## config.mk

```make
export PLATFORM = sky130hd
export DESIGN_NAME = tdm_voice_mixer
export DESIGN_NICKNAME = d
export VERILOG_FILES = /design/src/rtl/synth_pkg.sv /design/src/rtl/wave_shaper.sv /design/src/rtl/tdm_voice_mixer.sv
export SDC_FILE = /design/constraint.sdc
export NUM_CORES = 1
export LEC_CHECK = 0
export ABC_AREA = 1
export BUFFER_PORTS_ARGS = -buffer_cell sky130_fd_sc_hd__buf_2
export CAP_MARGIN = 40
export CORE_MARGIN = 8
export CORE_UTILIZATION = 51
export DETAILED_ROUTE_END_ITERATION = 8
export GPL_TIMING_DRIVEN = 0
export PLACE_DENSITY_LB_ADDON = 0.1
export SLEW_MARGIN = 20
export SYNTH_ARGS = -nofsm -noshare
export SYNTH_HDL_FRONTEND = slang
export SYNTH_SLANG_ARGS = --single-unit
```

## constraint.sdc

```tcl
create_clock -name sys_clk -period 1.75 [get_ports sys_clk]
set_input_delay 0.0875 -clock sys_clk [delete_from_list [all_inputs] [get_ports sys_clk]]
set_output_delay 0.0875 -clock sys_clk [all_outputs]
set_load 0.01 [all_outputs]
```

## src/rtl/synth_pkg.sv

```systemverilog
// synth_pkg
//   Constants shared by the voice generator, MIDI decode and the TDM mixer.
//   - wave_e     : waveform select encoding carried on the 2-bit wavesel bus
//   - SAMPLE_W   : default mixed-sample width (WAVE_W + VOICE_BITS)
//   - SAMPLE_MID : offset-binary midpoint of a mixed sample (silence)
package synth_pkg;

  typedef enum logic [1:0] {
    WAVE_SINE   = 2'd0,
    WAVE_SQUARE = 2'd1,
    WAVE_SAW    = 2'd2,
    WAVE_TRI    = 2'd3
  } wave_e;

  localparam int SAMPLE_W = 10;
  localparam logic [SAMPLE_W-1:0] SAMPLE_MID = SAMPLE_W'(1) << (SAMPLE_W - 1);

endpackage

```

## src/rtl/wave_shaper.sv

```systemverilog
// wave_shaper
//   Combinational per-slot sample generator for the mixer's S2 stage.
//   Picks the unsigned waveform value, converts it to signed (u - midpoint)
//   and zeroes it when the voice is disabled.
//   Ports:
//     addr_i     : phase address of the voice in this slot
//     wavesel_i  : waveform select (wave_e encoding)
//     en_i       : voice is sounding
//     rom_data_i : sine ROM data for addr_i (already aligned by the caller)
//     smp_o      : signed sample, -2^(WAVE_W-1) .. 2^(WAVE_W-1)-1
module wave_shaper
  import synth_pkg::*;
#(
  parameter int ADDR_W = 8,
  parameter int WAVE_W = 8
) (
  input  logic [ADDR_W-1:0]        addr_i,
  input  wave_e                    wavesel_i,
  input  logic                     en_i,
  input  logic [WAVE_W-1:0]        rom_data_i,
  output logic signed [WAVE_W-1:0] smp_o
);

  logic              msb;
  logic [WAVE_W-1:0] ramp2x;
  logic [WAVE_W-1:0] u;

  assign msb    = addr_i[ADDR_W-1];
  // Low address bits doubled: rises over the first half-period, mirrored
  // (bitwise inverted) over the second to form the triangle.
  assign ramp2x = {addr_i[ADDR_W-2 -: WAVE_W-1], 1'b0};

  always_comb begin
    u = '0;
    unique case (wavesel_i)
      WAVE_SINE:   u = rom_data_i;
      WAVE_SQUARE: u = {WAVE_W{msb}};
      WAVE_SAW:    u = addr_i[ADDR_W-1 -: WAVE_W];
      WAVE_TRI:    u = msb ? ~ramp2x : ramp2x;
      default:     u = '0;
    endcase
  end

  // Offset binary to two's complement is just an MSB flip.
  assign smp_o = en_i ? {~u[WAVE_W-1], u[WAVE_W-2:0]} : '0;

endmodule

```

## src/rtl/tdm_voice_mixer.sv

```systemverilog
// tdm_voice_mixer
//   Converts the TDM voice stream into one offset-binary mixed sample per
//   frame. S1 registers the slot and addresses the sine ROM, S2 shapes the
//   sample with the ROM data, S3 feeds the frame accumulator. Only complete,
//   in-order frames (voice 0 .. NUM_VOICES-1) produce an output strobe.
//   Ports:
//     sys_clk, sys_rst        : clock, synchronous active-high reset
//     tdm_voice_num/addr/enabled, wavesel : slot presented this cycle
//     sine_rom_addr/data      : external synchronous sine ROM (1-cycle read)
//     mix_sample              : mixed frame sample, offset binary, held
//     mix_sample_valid        : one-cycle strobe per emitted frame
//     active_voices           : enabled-voice count of the last emitted frame
module tdm_voice_mixer
  import synth_pkg::*;
#(
  parameter int ADDR_W     = 8,
  parameter int WAVE_W     = 8,
  parameter int NUM_VOICES = 4,
  parameter int VOICE_BITS = 2,
  parameter int SAMPLE_W   = WAVE_W + VOICE_BITS
) (
  input  logic                  sys_clk,
  input  logic                  sys_rst,
  input  logic [VOICE_BITS-1:0] tdm_voice_num,
  input  logic [ADDR_W-1:0]     tdm_voice_addr,
  input  logic                  tdm_voice_enabled,
  input  logic [1:0]            wavesel,
  output logic [ADDR_W-1:0]     sine_rom_addr,
  input  logic [WAVE_W-1:0]     sine_rom_data,
  output logic [SAMPLE_W-1:0]   mix_sample,
  output logic                  mix_sample_valid,
  output logic [VOICE_BITS:0]   active_voices
);

  localparam logic [SAMPLE_W-1:0]   MID        = SAMPLE_W'(1) << (SAMPLE_W - 1);
  localparam logic [VOICE_BITS-1:0] LAST_VOICE = VOICE_BITS'(NUM_VOICES - 1);

  typedef struct packed {
    logic [VOICE_BITS-1:0] voice;
    logic [ADDR_W-1:0]     addr;
    logic                  en;
    wave_e                 ws;
  } slot_t;

  // vld_pipe_q[0]=S1, [1]=S2, [2]=S3
  logic [2:0]                  vld_pipe_q;
  slot_t                       s1_q, s2_q;
  logic [VOICE_BITS-1:0]       s3_voice_q;
  logic                        s3_en_q;
  logic signed [WAVE_W-1:0]    s3_smp_q;
  logic signed [WAVE_W-1:0]    s2_smp;

  logic signed [SAMPLE_W-1:0]  acc_q, acc_d;
  logic [VOICE_BITS:0]         cnt_q, cnt_d;
  logic                        armed_q, armed_d;
  logic [VOICE_BITS-1:0]       exp_q, exp_d;
  logic [SAMPLE_W-1:0]         mix_q, mix_d;
  logic                        mix_vld_q, mix_vld_d;
  logic [VOICE_BITS:0]         av_q, av_d;

  logic signed [SAMPLE_W-1:0]  s3_ext, sum;
  logic [VOICE_BITS:0]         cnt_sum;
  logic                        first, last, in_seq, emit;
  logic [VOICE_BITS-1:0]       next_voice;

  wave_shaper #(.ADDR_W(ADDR_W), .WAVE_W(WAVE_W)) u_shaper (
    .addr_i     (s2_q.addr),
    .wavesel_i  (s2_q.ws),
    .en_i       (s2_q.en),
    .rom_data_i (sine_rom_data),
    .smp_o      (s2_smp)
  );

  assign s3_ext     = {{(SAMPLE_W-WAVE_W){s3_smp_q[WAVE_W-1]}}, s3_smp_q};
  assign sum        = acc_q + s3_ext;
  assign cnt_sum    = cnt_q + (VOICE_BITS+1)'(s3_en_q);
  assign first      = (s3_voice_q == '0);
  assign last       = (s3_voice_q == LAST_VOICE);
  assign in_seq     = (s3_voice_q == exp_q);
  assign next_voice = last ? '0 : s3_voice_q + VOICE_BITS'(1);
  // in_seq at the last voice implies every earlier slot since voice 0 was
  // in order, so armed_q && in_seq means a complete frame.
  assign emit       = vld_pipe_q[2] && last && armed_q && in_seq;

  always_comb begin
    acc_d     = acc_q;
    cnt_d     = cnt_q;
    armed_d   = armed_q;
    exp_d     = exp_q;
    mix_d     = mix_q;
    mix_vld_d = 1'b0;
    av_d      = av_q;
    if (vld_pipe_q[2]) begin
      acc_d = first ? s3_ext : sum;
      cnt_d = first ? (VOICE_BITS+1)'(s3_en_q) : cnt_sum;
      exp_d = next_voice;
      if (first)        armed_d = 1'b1;
      else if (!in_seq) armed_d = 1'b0;
    end
    if (emit) begin
      mix_d     = $unsigned(sum) + MID;
      mix_vld_d = 1'b1;
      av_d      = cnt_sum;
    end
  end

  always_ff @(posedge sys_clk) begin
    if (sys_rst) begin
      vld_pipe_q <= '0;
      s1_q       <= '0;
      s2_q       <= '0;
      s3_voice_q <= '0;
      s3_en_q    <= 1'b0;
      s3_smp_q   <= '0;
      acc_q      <= '0;
      cnt_q      <= '0;
      armed_q    <= 1'b0;
      exp_q      <= '0;
      mix_q      <= MID;
      mix_vld_q  <= 1'b0;
      av_q       <= '0;
    end else begin
      vld_pipe_q <= {vld_pipe_q[1:0], 1'b1};
      s1_q       <= '{voice: tdm_voice_num, addr: tdm_voice_addr,
                      en: tdm_voice_enabled, ws: wave_e'(wavesel)};
      s2_q       <= s1_q;
      s3_voice_q <= s2_q.voice;
      s3_en_q    <= s2_q.en;
      s3_smp_q   <= s2_smp;
      acc_q      <= acc_d;
      cnt_q      <= cnt_d;
      armed_q    <= armed_d;
      exp_q      <= exp_d;
      mix_q      <= mix_d;
      mix_vld_q  <= mix_vld_d;
      av_q       <= av_d;
    end
  end

  assign sine_rom_addr    = s1_q.addr;
  assign mix_sample       = mix_q;
  assign mix_sample_valid = mix_vld_q;
  assign active_voices    = av_q;

endmodule

```

==> impl_results.md <==
- Top post-synthesis cells by area: dfxtp_1 (45%), nand2_1 (11%), inv_1 (7.3%)
- Placed cell count: 537
- Critical path's largest stage delay: 350 ps
- Core footprint: 0.00596 mm²
- Wire per inst: 12.0 µm
- Final Wtd Congestion: 0.870
- Achievable Freq: 0.603 GHz
- First-pass GRT wire length: 11900 µm
- Vias: 2749
- Status: completed
- GRT overflow: 0
- Setup TNS: 0 ps
- Worst-path clk slew: 80 ps
- Maximum clock insertion buffer count: 2
- Synth Warn #: 0
- Crit Path Max Fanout: 3
- TritonCTS Sinks: 70
- WL final: 6930 µm
- Cts bufs inserted: 9
- Bufs and invs on worst path: 0
- Yosys top cell by area: dfxtp_1
- Tot GR Track Use: 16.9%
- Clk Latency, worst-skew pair: 350 ps
- Leakage Power: 1.98 nW
- Row count: 28
- Worst vdd ir: 0.541 mV
- Post-synth EDFFs: 0
- ANT nets after route: 0
- Cell Chain, Critical Path: ha_4, fa_2, nand3_2, nand3_2, nand2_2, nand2_2, or2_4, nand3_2, a21oi_1
- DIE WIDTH: 94.5 µm
- Max-cap violation count: 0
- CP endpoint kind: register
- Initial cell density of the core: 52.8%
- Synth cell count leaders: nand2_1 (89), dfxtp_1 (70), inv_1 (61), nor2_1 (61), nand3_1 (26)
- Unique masters post-synth: 31
- Hold Violations, Final: 0
- Hold WS: 12.4 ps
- Hpwl dp: 4910 µm
- Nets@finish: 532
- Initial antenna violation count: 0
- Pwr dens: 779 mW/mm²
- DRT iter0 DRCs: 115
- Most frequent cell after synthesis: nand2_1
- Remaining DRCs: 0
- Io pins: 45
- Cells after Synth: 419
- Post-Syn Nets: 456
- Share of the synthesized area in the top cell type: 44.6%
- Hold Path Class: in2reg
- Fin util: 65.5%
- Top_reg_cell synth: dfxtp_1
- Largest net degree at the start of global routing: 14
- Ant diodes: 0
- Cell mode on critical path: nand3_2
- Finished Layout Cells: 575
- Fin crit share: 94.8%
- Die area: 0.00893 mm²
- Critical Path RT: 1960 ps
- Register area share after synthesis: 44.6%
- Yosys reg bits: 70
- First drt pass iteration count: 5
- Layout cells sized above 1: 21.4%
- RSZ-0062 raised after global routing: true
- Vias in the first global route: 2668
- Port bufs: 43
- Post-synthesis instance area: 0.00314 mm²
- Area Overhead vs Synth: 24.1%
- Dominant delay contributor by cell family on the critical path: simple AND/OR/NAND/NOR gates
- Root Buffer: clkbuf_8
- Max transition margin: 54.0%
- Slew Limit Fails: 0
- Crit path launch type: register
- Minimum clock period: 1660 ps
- Final setup viols: 0
- Critical Path AT: 1870 ps
- Tot Pwr: 3.04 mW
- Die Y: 94.5 µm
- Vias per inst: 4.78
- Avg Inst Size Synth: 7.50 µm²
- CTS tree: yes
- H-tree levels: 3
- Worst path slowest cell: fa_2
- Clock Skew: 6.97 ps
- Slew @ Worst Pin: 689 ps
- Async SR Flop Fraction: 0%
- WS Path Type: reg2reg
==> through the flow <==
step / area, µm² / setup slack (ps)
3_3_place_gp: 3460 / -107
2_1_floorplan: 3150 / 40.4
5_1_grt: 3900 / 1.16
6_report: 3900 / 91.1
3_5_place_dp: 3460 / -132
4_1_cts: 3850 / 8.55
==> cell families after synthesis <==
logic type,Yosys count,share of synthesized area [%]
AO/OA/AOI/OAI,48,9.59
XOR/XNOR,8,2.23
adder cells (fa/ha/maj),14,5.81
buffers and inverters,85,11.9
flip-flops,70,44.6
AND/OR/NAND/NOR,194,25.9
==> registers in the layout, indices dropped and copies added, names as in the netlist, 2 cells and up <==
register / cells
active_voices: 3
s1_q: 5
cnt_q: 3
mix_sample: 10
sine_rom_addr: 8
s2_q: 13
acc_q: 10
s3_voice_q: 2
s3_smp_q: 8
vld_pipe_q: 3
exp_q: 2
==> power breakdown <==
group	switching, mW	leakage (nW)	internal [mW]	total, mW
combinational	0.115	1.32	0.106	0.221
clock	0.647	0.0894	0.516	1.16
sequential	0.0233	0.572	1.63	1.66
==> path summary, 6_finish.rpt <==
path | slack, ps | cells past startpoint | startpoint | endpoint
max reg2reg | 90 | 9 | acc_q[0]$_SDFFE_PP0P_ | acc_q[6]$_SDFFE_PP0P_
min | 10 | 3 | sine_rom_data[4] | s3_smp_q[4]$_SDFF_PP0_
max | 90 | 9 | acc_q[0]$_SDFFE_PP0P_ | acc_q[6]$_SDFFE_PP0P_
min reg2reg | 400 | 2 | s1_q[0]$_SDFF_PP0_ | s2_q[0]$_SDFF_PP0_
==> worst reg2reg max path, cell delays in order, from the launching register on <==
cell	delay, ps
dfxtp_2	340
ha_4	160
fa_2	350
nand3_2	90
nand3_2	90
nand2_2	80
nand2_2	60
or2_4	240
nand3_2	60
a21oi_1	60
==> layer usage <==
layer	up-vias	wire length [µm]	part of all wire [%]	track usage [%]
li1	1451	-	-	-
met1	1201	3060	44	19.2
met2	82	3240	47	28.0
met3	15	438	6.3	4.29
met4	0	191	2.8	9.75
met5	-	0	0	0
==> timing repair <==
item | in CTS | in global routing
setup endpoints to repair | 2 | 8
hold buffers | 18 | 0
hold endpoints to repair | 18 | 0
gates resized for setup | 4 | 11
buffers inserted | 3 | 1
pin swaps | 2 | 2
==> layout by cell type (no fill, tap or decap), types with 3 or more instances in the layout <==
cell and count:
a211oi_1 6, a21oi_1 18, a31oi_1 3, buf_2 48
buf_4 13, clkbuf_1 6, clkbuf_8 9, clkinv_2 3
dfxtp_1 68, dlygate4sd3_1 18, ha_1 12, inv_1 61
nand2_1 87, nand3_1 21, nand3_2 5, nor2_1 61
nor2_2 5, nor3b_1 6, o21a_1 6, o21ai_0 5
o21ai_2 5, xnor2_1 4, xor2_1 3
==> layout make-up <==
class                      count  area [µm²]
fill                         531        2050
multi-input combinational    264        1430
sequential                    70        1400
timing repair buffer          65         425
inverter                      63         236
buffer                        22         138
clock buffer                   9         124
tap                           75        93.8
clock inverter                 7        48.8
Power figures use the tool's default switching activity.
